### src/rtl/ctx_swap_engine.sv
// Context save/restore engine: streams registers FIRST_REG..LAST_REG between bank and memory.
// Optional CTX_SWAP_SKIP_MASK_EN adds Skip_Mask to leave selected registers untouched.
module ctx_swap_engine #(
    parameter int unsigned FIRST_REG = 1,
    parameter int unsigned LAST_REG  = 63,
    parameter int unsigned ADDR_STEP = 1
) (
    input  logic        Slow_Clock,
    input  logic        Reset,
    input  logic        Start,
    input  logic        Op,
    input  logic [31:0] Base_Addr,
`ifdef CTX_SWAP_SKIP_MASK_EN
    input  logic [63:0] Skip_Mask,
`endif
    output logic        Busy,
    output logic        Done,
    output logic [5:0]  Rb_Reg,
    output logic        Rb_Write,
    output logic [31:0] Rb_Write_Data,
    input  logic [31:0] Rb_Read_Data,
    output logic [31:0] Mem_Addr,
    output logic        Mem_Write,
    output logic        Mem_Read,
    output logic [31:0] Mem_Write_Data,
    input  logic [31:0] Mem_Read_Data,
    input  logic        Mem_Ready
);

    localparam logic [5:0]  FIRST_IDX = 6'(FIRST_REG);
    localparam logic [5:0]  LAST_IDX  = 6'(LAST_REG);
    localparam logic [31:0] STEP      = 32'(ADDR_STEP);

    typedef enum logic [2:0] {
        S_IDLE,
        S_SAVE_RD,
        S_SAVE_WR,
        S_RST_RD,
        S_RST_WR,
        S_DONE
    } state_t;

    state_t      state_q, state_d;
    logic [5:0]  idx_q, idx_d;
    logic [31:0] addr_q, addr_d;
    logic        op_q, op_d;
    logic [31:0] mem_wdata_q, mem_wdata_d;
    logic [31:0] rb_wdata_q, rb_wdata_d;
    logic        skip;
    logic        last;
    state_t      rd_state;

`ifdef CTX_SWAP_SKIP_MASK_EN
    logic [63:0] skip_q, skip_d;
    assign skip = skip_q[idx_q];
`else
    assign skip = 1'b0;
`endif

    assign last     = (idx_q == LAST_IDX);
    assign rd_state = op_q ? S_RST_RD : S_SAVE_RD;

    always_ff @(posedge Slow_Clock) begin
        if (Reset) begin
            state_q     <= S_IDLE;
            idx_q       <= '0;
            addr_q      <= '0;
            op_q        <= 1'b0;
            mem_wdata_q <= '0;
            rb_wdata_q  <= '0;
`ifdef CTX_SWAP_SKIP_MASK_EN
            skip_q      <= '0;
`endif
        end else begin
            state_q     <= state_d;
            idx_q       <= idx_d;
            addr_q      <= addr_d;
            op_q        <= op_d;
            mem_wdata_q <= mem_wdata_d;
            rb_wdata_q  <= rb_wdata_d;
`ifdef CTX_SWAP_SKIP_MASK_EN
            skip_q      <= skip_d;
`endif
        end
    end

    always_comb begin
        state_d     = state_q;
        idx_d       = idx_q;
        addr_d      = addr_q;
        op_d        = op_q;
        mem_wdata_d = mem_wdata_q;
        rb_wdata_d  = rb_wdata_q;
`ifdef CTX_SWAP_SKIP_MASK_EN
        skip_d      = skip_q;
`endif
        Busy      = 1'b1;
        Done      = 1'b0;
        Rb_Reg    = idx_q;
        Rb_Write  = 1'b0;
        Mem_Addr  = '0;
        Mem_Write = 1'b0;
        Mem_Read  = 1'b0;

        unique case (state_q)
            S_IDLE: begin
                Busy   = 1'b0;
                Rb_Reg = '0;
                if (Start) begin
                    idx_d   = FIRST_IDX;
                    addr_d  = Base_Addr;
                    op_d    = Op;
`ifdef CTX_SWAP_SKIP_MASK_EN
                    skip_d  = Skip_Mask;
`endif
                    state_d = Op ? S_RST_RD : S_SAVE_RD;
                end
            end
            S_SAVE_RD: begin
                // a skipped slot still consumes its index and address
                if (skip) begin
                    if (last) begin
                        state_d = S_DONE;
                    end else begin
                        idx_d  = idx_q + 6'd1;
                        addr_d = addr_q + STEP;
                    end
                end else begin
                    mem_wdata_d = Rb_Read_Data;
                    state_d     = S_SAVE_WR;
                end
            end
            S_SAVE_WR: begin
                Mem_Write = 1'b1;
                Mem_Addr  = addr_q;
                if (Mem_Ready) begin
                    if (last) begin
                        state_d = S_DONE;
                    end else begin
                        idx_d   = idx_q + 6'd1;
                        addr_d  = addr_q + STEP;
                        state_d = rd_state;
                    end
                end
            end
            S_RST_RD: begin
                if (skip) begin
                    if (last) begin
                        state_d = S_DONE;
                    end else begin
                        idx_d  = idx_q + 6'd1;
                        addr_d = addr_q + STEP;
                    end
                end else begin
                    Mem_Read = 1'b1;
                    Mem_Addr = addr_q;
                    if (Mem_Ready) begin
                        rb_wdata_d = Mem_Read_Data;
                        state_d    = S_RST_WR;
                    end
                end
            end
            S_RST_WR: begin
                Rb_Write = 1'b1;
                if (last) begin
                    state_d = S_DONE;
                end else begin
                    idx_d   = idx_q + 6'd1;
                    addr_d  = addr_q + STEP;
                    state_d = rd_state;
                end
            end
            S_DONE: begin
                Done    = 1'b1;
                state_d = S_IDLE;
            end
            default: begin
                state_d = S_IDLE;
            end
        endcase
    end

    assign Mem_Write_Data = mem_wdata_q;
    assign Rb_Write_Data  = rb_wdata_q;

endmodule

### config.mk
export PLATFORM = sky130hd
export DESIGN_NAME = ctx_swap_engine
export DESIGN_NICKNAME = d
export VERILOG_FILES = /design/src/rtl/ctx_swap_engine.sv
export SDC_FILE = /design/constraint.sdc
export NUM_CORES = 1
export LEC_CHECK = 0
export CELL_PAD_IN_SITES_DETAIL_PLACEMENT = 1
export CELL_PAD_IN_SITES_GLOBAL_PLACEMENT = 2
export CORE_UTILIZATION = 23
export DETAILED_ROUTE_END_ITERATION = 10
export PLACE_DENSITY = 0.89
export SLEW_MARGIN = 15
export SYNTH_ARGS = -nofsm -noshare
export SYNTH_HDL_FRONTEND = slang
export SYNTH_SLANG_ARGS = --single-unit
### constraint.sdc
create_clock -name Slow_Clock -period 2.34 [get_ports Slow_Clock]
set_clock_uncertainty 0.05 [all_clocks]
set_input_delay 0.234 -clock Slow_Clock [delete_from_list [all_inputs] [get_ports Slow_Clock]]
set_output_delay 0.234 -clock Slow_Clock [all_outputs]
set_load 0.005 [all_outputs]
==> results of run 1 <==
area by class of cell:
class                   instances  area [um2]
flip-flops and latches        106        2120
multi-input cells             507        2730
well taps                     275         344
fillers                      2589       13400
clock buffers                  10         239
inverters                       8        30.0
clock inverters                 6        50.0
repair buffers                243        2390
cells by family (layout without fill, tap and decap cells):
kind of cell / count (synthesis) / after routing / synth area share [%]
AND/OR/NAND/NOR: 315 / 315 / 29.7
XOR/XNOR: 6 / 6 / 1.04
adder cells (fa/ha/maj): 2 / 2 / 0.493
flip-flops: 106 / 106 / 41.8
buffers and inverters: 61 / 267 / 4.86
AO/OA/AOI/OAI: 184 / 184 / 22.1
worst max-delay path, delay by kind of cell, from the launching register on:
kind | cells | cell delay [ns]
AND/OR/NAND/NOR | 2 | 0.40
buffers and inverters | 2 | 0.71
flip-flops | 1 | 0.43
metrics by stage:
step	hold slack, ns	total power, mW	std cells	worst slack, ns	utilization [%]
4_1_cts	0.247	4.79	1155	0.0356	37.0
6_report	0.257	4.71	1155	0.161	37.0
5_1_grt	0.256	4.98	1155	0.00590	37.0
3_3_place_gp	0.391	3.24	1139	0.174	35.6
3_5_place_dp	0.396	3.25	1139	0.0702	35.6
2_1_floorplan	0.320	2.62	674	0.524	-
sequential cells by signal, summed over array words and instances (netlist names):
register,flops
state_q,3
op_q,1
Rb_Write_Data,32
addr_q,32
Mem_Write_Data,32
idx_q,6
power groups by stage:
stage | Sequential, mW | Clock (mW) | Combinational [mW]
6_report | 2.07 | 1.51 | 1.13
5_1_grt | 2.10 | 1.64 | 1.25
4_1_cts | 2.07 | 1.58 | 1.14
3_5_place_dp | 2.11 | 0 | 1.13
3_3_place_gp | 2.11 | 0 | 1.13
2_1_floorplan | 2.07 | 0 | 0.544
cells in the final DEF (no fill, tap or decap), types with 3 or more instances in the layout:
| master | synthesis | layout |
|---|---|---|
| nand2_1 | 169 | 169 |
| nand3_2 | 3 | 3 |
| nor2b_1 | 8 | 7 |
| buf_12 | 0 | 4 |
| and4_1 | 3 | 3 |
| nor2_1 | 36 | 35 |
| dfxtp_1 | 106 | 106 |
| a31oi_1 | 10 | 10 |
| a21o_1 | 5 | 5 |
| buf_4 | 0 | 33 |
| nor3_2 | 2 | 3 |
| clkbuf_16 | 0 | 9 |
| and2_1 | 37 | 37 |
| o31a_1 | 3 | 3 |
| and3_1 | 3 | 3 |
| inv_1 | 8 | 8 |
| nor3_1 | 10 | 9 |
| nand4b_1 | 3 | 3 |
| a41oi_1 | 3 | 3 |
| xor2_1 | 4 | 4 |
| o211ai_1 | 3 | 3 |
| nand3_1 | 6 | 6 |
| clkdlybuf4s50_1 | 0 | 206 |
| o21ai_0 | 28 | 28 |
| a21oi_1 | 95 | 95 |
| nand4_1 | 19 | 19 |
| a211oi_1 | 8 | 8 |
path summary, 6_finish.rpt:
path                                   start                         endpoint  cells after the start
min reg2reg  Mem_Write_Data[20]$_SDFFE_PP0P_  Mem_Write_Data[20]$_SDFFE_PP0P_                      2
max reg2reg           addr_q[1]$_SDFFE_PP0P_          addr_q[28]$_SDFFE_PP0P_                      7
max                  state_q[2]$_SDFFE_PP0P_                      Mem_Addr[1]                      4
min                                    Reset   Rb_Write_Data[14]$_SDFFE_PP0P_                      2
per-layer routing:
metal / GRT usage (%) / share of wire (%) / up-vias
li1: - / - / 2742
met1: 21.3 / 44 / 2609
met2: 27.0 / 47 / 158
met3: 3.39 / 5.8 / 28
met4: 6.82 / 2.5 / 0
met5: 0 / 0 / -
what timing repair did:
| action | CTS | global route |
|---|---|---|
| endpoints found under the setup margin | 0 | 18 |
| gates resized for setup | 0 | 3 |
| hold buffers | 0 | 0 |
| setup buffers | 0 | 0 |
==> out/qor.yml, run 1 <==
via_per_inst: 4.79
nets: 978
grt_pass1_wl_mm: 29.4
drc: 0
vias: 5537
synth_area_leaders: "dfxtp_1 42%, nand2_1 12%, a21oi_1 9.4%"
synth_ff_type: "dfxtp_1"
cts.path.max_buffers: 2
cts_made_buffers: 9
place_area_mm2: 0.00760
worstPathCellList: "nor2b_4 > buf_12 > and2_1 > clkdlybuf4s50_1"
gr-total-overflow: 0
grt_pass1_vias: 5514
htree_levels: 3
row_count: 53
fmax_mhz: 459
fin_area_mm2: 0.00791
yosysTopAreaCell: "dfxtp_1"
slowest_stage: "clkdlybuf4s50_1"
ios: 208
drt_iter0_drc: 300
crit_type: "flop to primary output"
synth_common_cells: "169 x nand2_1, 106 x dfxtp_1, 95 x a21oi_1"
cts_tree: "built"
cpPeakStageDelay_ns: 0.51
grt_max_degree: 65
synth_edf_count: 0
numClockSinks: 106
leakage_nw: 2.72
synth_cell_types: 60
synth-async-reset-ratio_pct: 0
cts_root_buf: "clkbuf_16"
ys_seq_area_share_pct: 41.8
track_usage_pct: 16.6
port_buffers: 207
drv_cap: 0
fin_crit_sh_pct: 93.1
antenna_found_initial: 1
die_h_um: 151
setup_viol: 0
grt_setup_unrepaired: "no"
hp-class: "input port to flop"
slew_viol_final: 0
place_hpwl_mm: 13.8
p_seq_share_pct: 44.0
core_mm2: 0.0214
globalplace.congestion: 0.806
p_int_mw: 3.29
diodes: 0
pwr-share-clk_pct: 32.0
combPwrFrac_pct: 24.0
syn-cell-area_mm2: 0.00508
r2r_slack_ns: 0.21
p_per_area_mw_per_mm2: 596
floorplan.initialDensity_pct: 23.8
routed_wl_mm: 18.9
yosysMostFrequentCell: "nand2_1"
synth_top_area_share_pct: 41.8
critPathLaunchType: "flop"
arrival_ns: 1.90
hold_violations: 0
dieArea_mm2: 0.0227
yosysWarnings: 0
worstPathRequired_ns: 2.06
wl_per_cell_um: 16.4
crit_path_max_fanout: 32
syn_avg_cell_area_um2: 7.53
clkSlewWorstSetupHoldPaths_ns: 0.08
die_width_um: 151
fin_tns_setup_ns: 0
syn_nets: 777
peakVddDrop_mv: 0.345
layout_min_cycle_time_ns: 2.18
crit_path_end_kind: "primary output"
drtAntennaViolNets: 0
drive_above_1_share_pct: 8.30
first_pass_iters: 4
area_growth_pct: 55.8
worst_slew_pin_slew_ns: 0.773
insertion_delay_ns: 0.35
syn-instance-count: 674
switching_share_pct: 30.2
outcome: "finished, final reports clean"
ys_seq_elements: 106
relSlewSlack_pct: 48.5
switching_power_mw: 1.42
(Power assumes the default switching activity.)
==> run 2: changes to the inputs <==
--- a/config.mk
+++ b/config.mk
@@ -7,9 +7,9 @@
 export LEC_CHECK = 0
 export CELL_PAD_IN_SITES_DETAIL_PLACEMENT = 1
 export CELL_PAD_IN_SITES_GLOBAL_PLACEMENT = 2
-export CORE_UTILIZATION = 23
+export CORE_UTILIZATION = 21
 export DETAILED_ROUTE_END_ITERATION = 10
-export PLACE_DENSITY = 0.89
+export PLACE_DENSITY = 0.86
 export SLEW_MARGIN = 15
 export SYNTH_ARGS = -nofsm -noshare
 export SYNTH_HDL_FRONTEND = slang
==> constraint.sdc (replaced) <==
create_clock -name Slow_Clock -period 1.8 [get_ports Slow_Clock]
set_clock_uncertainty 0.05 [all_clocks]
set_input_delay 0.18 -clock Slow_Clock [delete_from_list [all_inputs] [get_ports Slow_Clock]]
set_output_delay 0.18 -clock Slow_Clock [all_outputs]
set_load 0.005 [all_outputs]
==> run 2 against run 1 <==
Compared with the run above:
- the flow now finishes with violations (setup timing)
- first-iteration DRC count decreased by 13%
- count of clock-buffer cells in the layout did not move
- clock power is 53% higher
- critical path depth increased by 3
- highest routed layer unchanged
==> out/qor.yml, run 2 (synthesis results as in run 1) <==
via_per_inst: 4.65
fin_area_mm2: 0.00887
leakage_nw: 3.36
nets: 1053
grt_pass1_wl_mm: 32.3
layout_min_cycle_time_ns: 1.80
switching_power_mw: 2.00
fmax_mhz: 556
final_cell_mix: "167 x nand2_1, 163 x clkdlybuf4s50_1, 96 x dfxtp_1, 92 x a21oi_1, 87 x buf_4"
place_area_mm2: 0.00814
slew_viol_final: 0
routed_wl_mm: 21.7
insertion_delay_ns: 0.35
final.setup.worst_slack_ns: -0.0000282
place_hpwl_mm: 15.2
pwr-share-clk_pct: 33.4
p_int_mw: 4.91
worstPathRequired_ns: 2.02
first_pass_iters: 4
port_buffers: 207
cts_made_buffers: 9
violations: "setup timing"
utilization_pct: 37.6
arrival_ns: 2.02
hp-class: "input port to flop"
track_usage_pct: 17.0
dieArea_mm2: 0.0248
area_growth_pct: 74.8
ios: 208
combPwrFrac_pct: 28.0
peakVddDrop_mv: 0.580
outcome: "finished with violations"
p_seq_share_pct: 38.6
relSlewSlack_pct: 70.6
core_mm2: 0.0236
fin_crit_sh_pct: 100
numClockSinks: 106
cts_root_buf: "clkbuf_16"
row_count: 56
placed_cells: 1238
cpPeakStageDelay_ns: 0.37
antenna_found_initial: 0
total_power_mw: 6.91
clkSlewWorstSetupHoldPaths_ns: 0.07
drv_cap: 0
vias: 5923
worstPathCellList: "ha_4 > nand4_1 > nor4_1 > buf_4 > nand3_4 > o31a_1 > o32ai_2"
drtAntennaViolNets: 0
grt_pass1_vias: 5986
drt_iter0_drc: 260
die_width_um: 157
diodes: 0
globalplace.congestion: 0.825
hold_violations: 0
stdcell_count: 1273
crit_path_max_fanout: 3
grt_max_degree: 70
critical-path-top-delay-family: "simple AND/OR/NAND/NOR gates"
switching_share_pct: 28.9
p_per_area_mw_per_mm2: 779
gr-total-overflow: 0
worst_slew_pin_slew_ns: 0.441
slowest_stage: "dfxtp_4"
cts_tree: "built"
cp_num_buf_inv: 1
final_common_cell: "nand2_1"
die_h_um: 157
cts.path.max_buffers: 2
crit_path_end_kind: "flop"
drc: 0
holdBufCountCts: 0
wl_per_cell_um: 17.0
grt_setup_unrepaired: "yes"
crit_type: "flop to flop"
floorplan.initialDensity_pct: 21.5
setup_viol: 1
critPathLaunchType: "flop"
htree_levels: 3
drive_above_1_share_pct: 21.8
## run 2: layer usage
| metal | vias to the layer above | global-route usage, % | routed length, um |
|---|---|---|---|
| li1 | 2887 | - | - |
| met1 | 2864 | 20.7 | 9200 |
| met2 | 142 | 29.1 | 10900 |
| met3 | 30 | 3.72 | 1020 |
| met4 | 0 | 6.20 | 525 |
| met5 | - | 0 | 0 |
## run 2: power by group through the flow
stage	registers (mW)	logic (mW)	clock network, mW
after CTS	2.66	1.78	2.38
after floorplan	2.70	0.708	0
after detailed placement	2.71	1.72	0
final	2.67	1.94	2.31
after global placement	2.70	1.70	0
after global routing	2.69	2.09	2.46
## run 2: timing repair
item | 4_1_cts | 5_1_grt
cloned | 1 | 2
setup buffers | 6 | 11
pin swaps | 5 | 19
setup endpoints to repair | 58 | 56
resized for setup | 77 | 106
## run 2: final timing paths
| path | to | startpoint | slack, ns | cells past startpoint |
|---|---|---|---|---|
| hold / removal | idx_q[0]$_SDFFE_PP0P_ | Reset | 0.29 | 3 |
| setup / recovery | addr_q[26]$_SDFFE_PP0P_ | addr_q[1]$_SDFFE_PP0P_ | -0.00003 | 7 |
| hold reg to reg | Mem_Write_Data[17]$_SDFFE_PP0P_ | Mem_Write_Data[17]$_SDFFE_PP0P_ | 0.40 | 2 |
| setup reg to reg | addr_q[26]$_SDFFE_PP0P_ | addr_q[1]$_SDFFE_PP0P_ | -0.00003 | 7 |
## run 2: final cells by class
| class | instances | area, um2 |
|---|---|---|
| multi-input combinational | 507 | 2950 |
| clock inverter | 5 | 104 |
| fill | 2847 | 14700 |
| sequential | 106 | 2150 |
| tap | 319 | 399 |
| clock buffer | 10 | 229 |
| timing repair buffer | 318 | 3010 |
| inverter | 8 | 30.0 |
## run 2: worst min-delay path: stages
cell      delay, ns
buf_4          0.11
buf_12         0.27
a211oi_1       0.08
## run 2: stage by stage
stage / setup WS, ns / hold WS [ns] / TNS (ns)
after floorplan: -0.0131 / 0.266 / -0.0131
after global placement: -0.0550 / 0.391 / -0.300
after detailed placement: -0.157 / 0.398 / -1.05
after CTS: -0.0550 / 0.302 / -0.104
after global routing: -0.106 / 0.298 / -0.510
final: -0.0000282 / 0.288 / -0.0000282
==> run 3: changes to the inputs <==
--- a/config.mk
+++ b/config.mk
@@ -10,7 +10,7 @@
 export CORE_UTILIZATION = 21
 export DETAILED_ROUTE_END_ITERATION = 10
 export PLACE_DENSITY = 0.86
-export SLEW_MARGIN = 15
+export SLEW_MARGIN = 5
 export SYNTH_ARGS = -nofsm -noshare
 export SYNTH_HDL_FRONTEND = slang
 export SYNTH_SLANG_ARGS = --single-unit
==> results of run 3 <==
No change in the layout: final DEF, timing and power equal those of run 2.
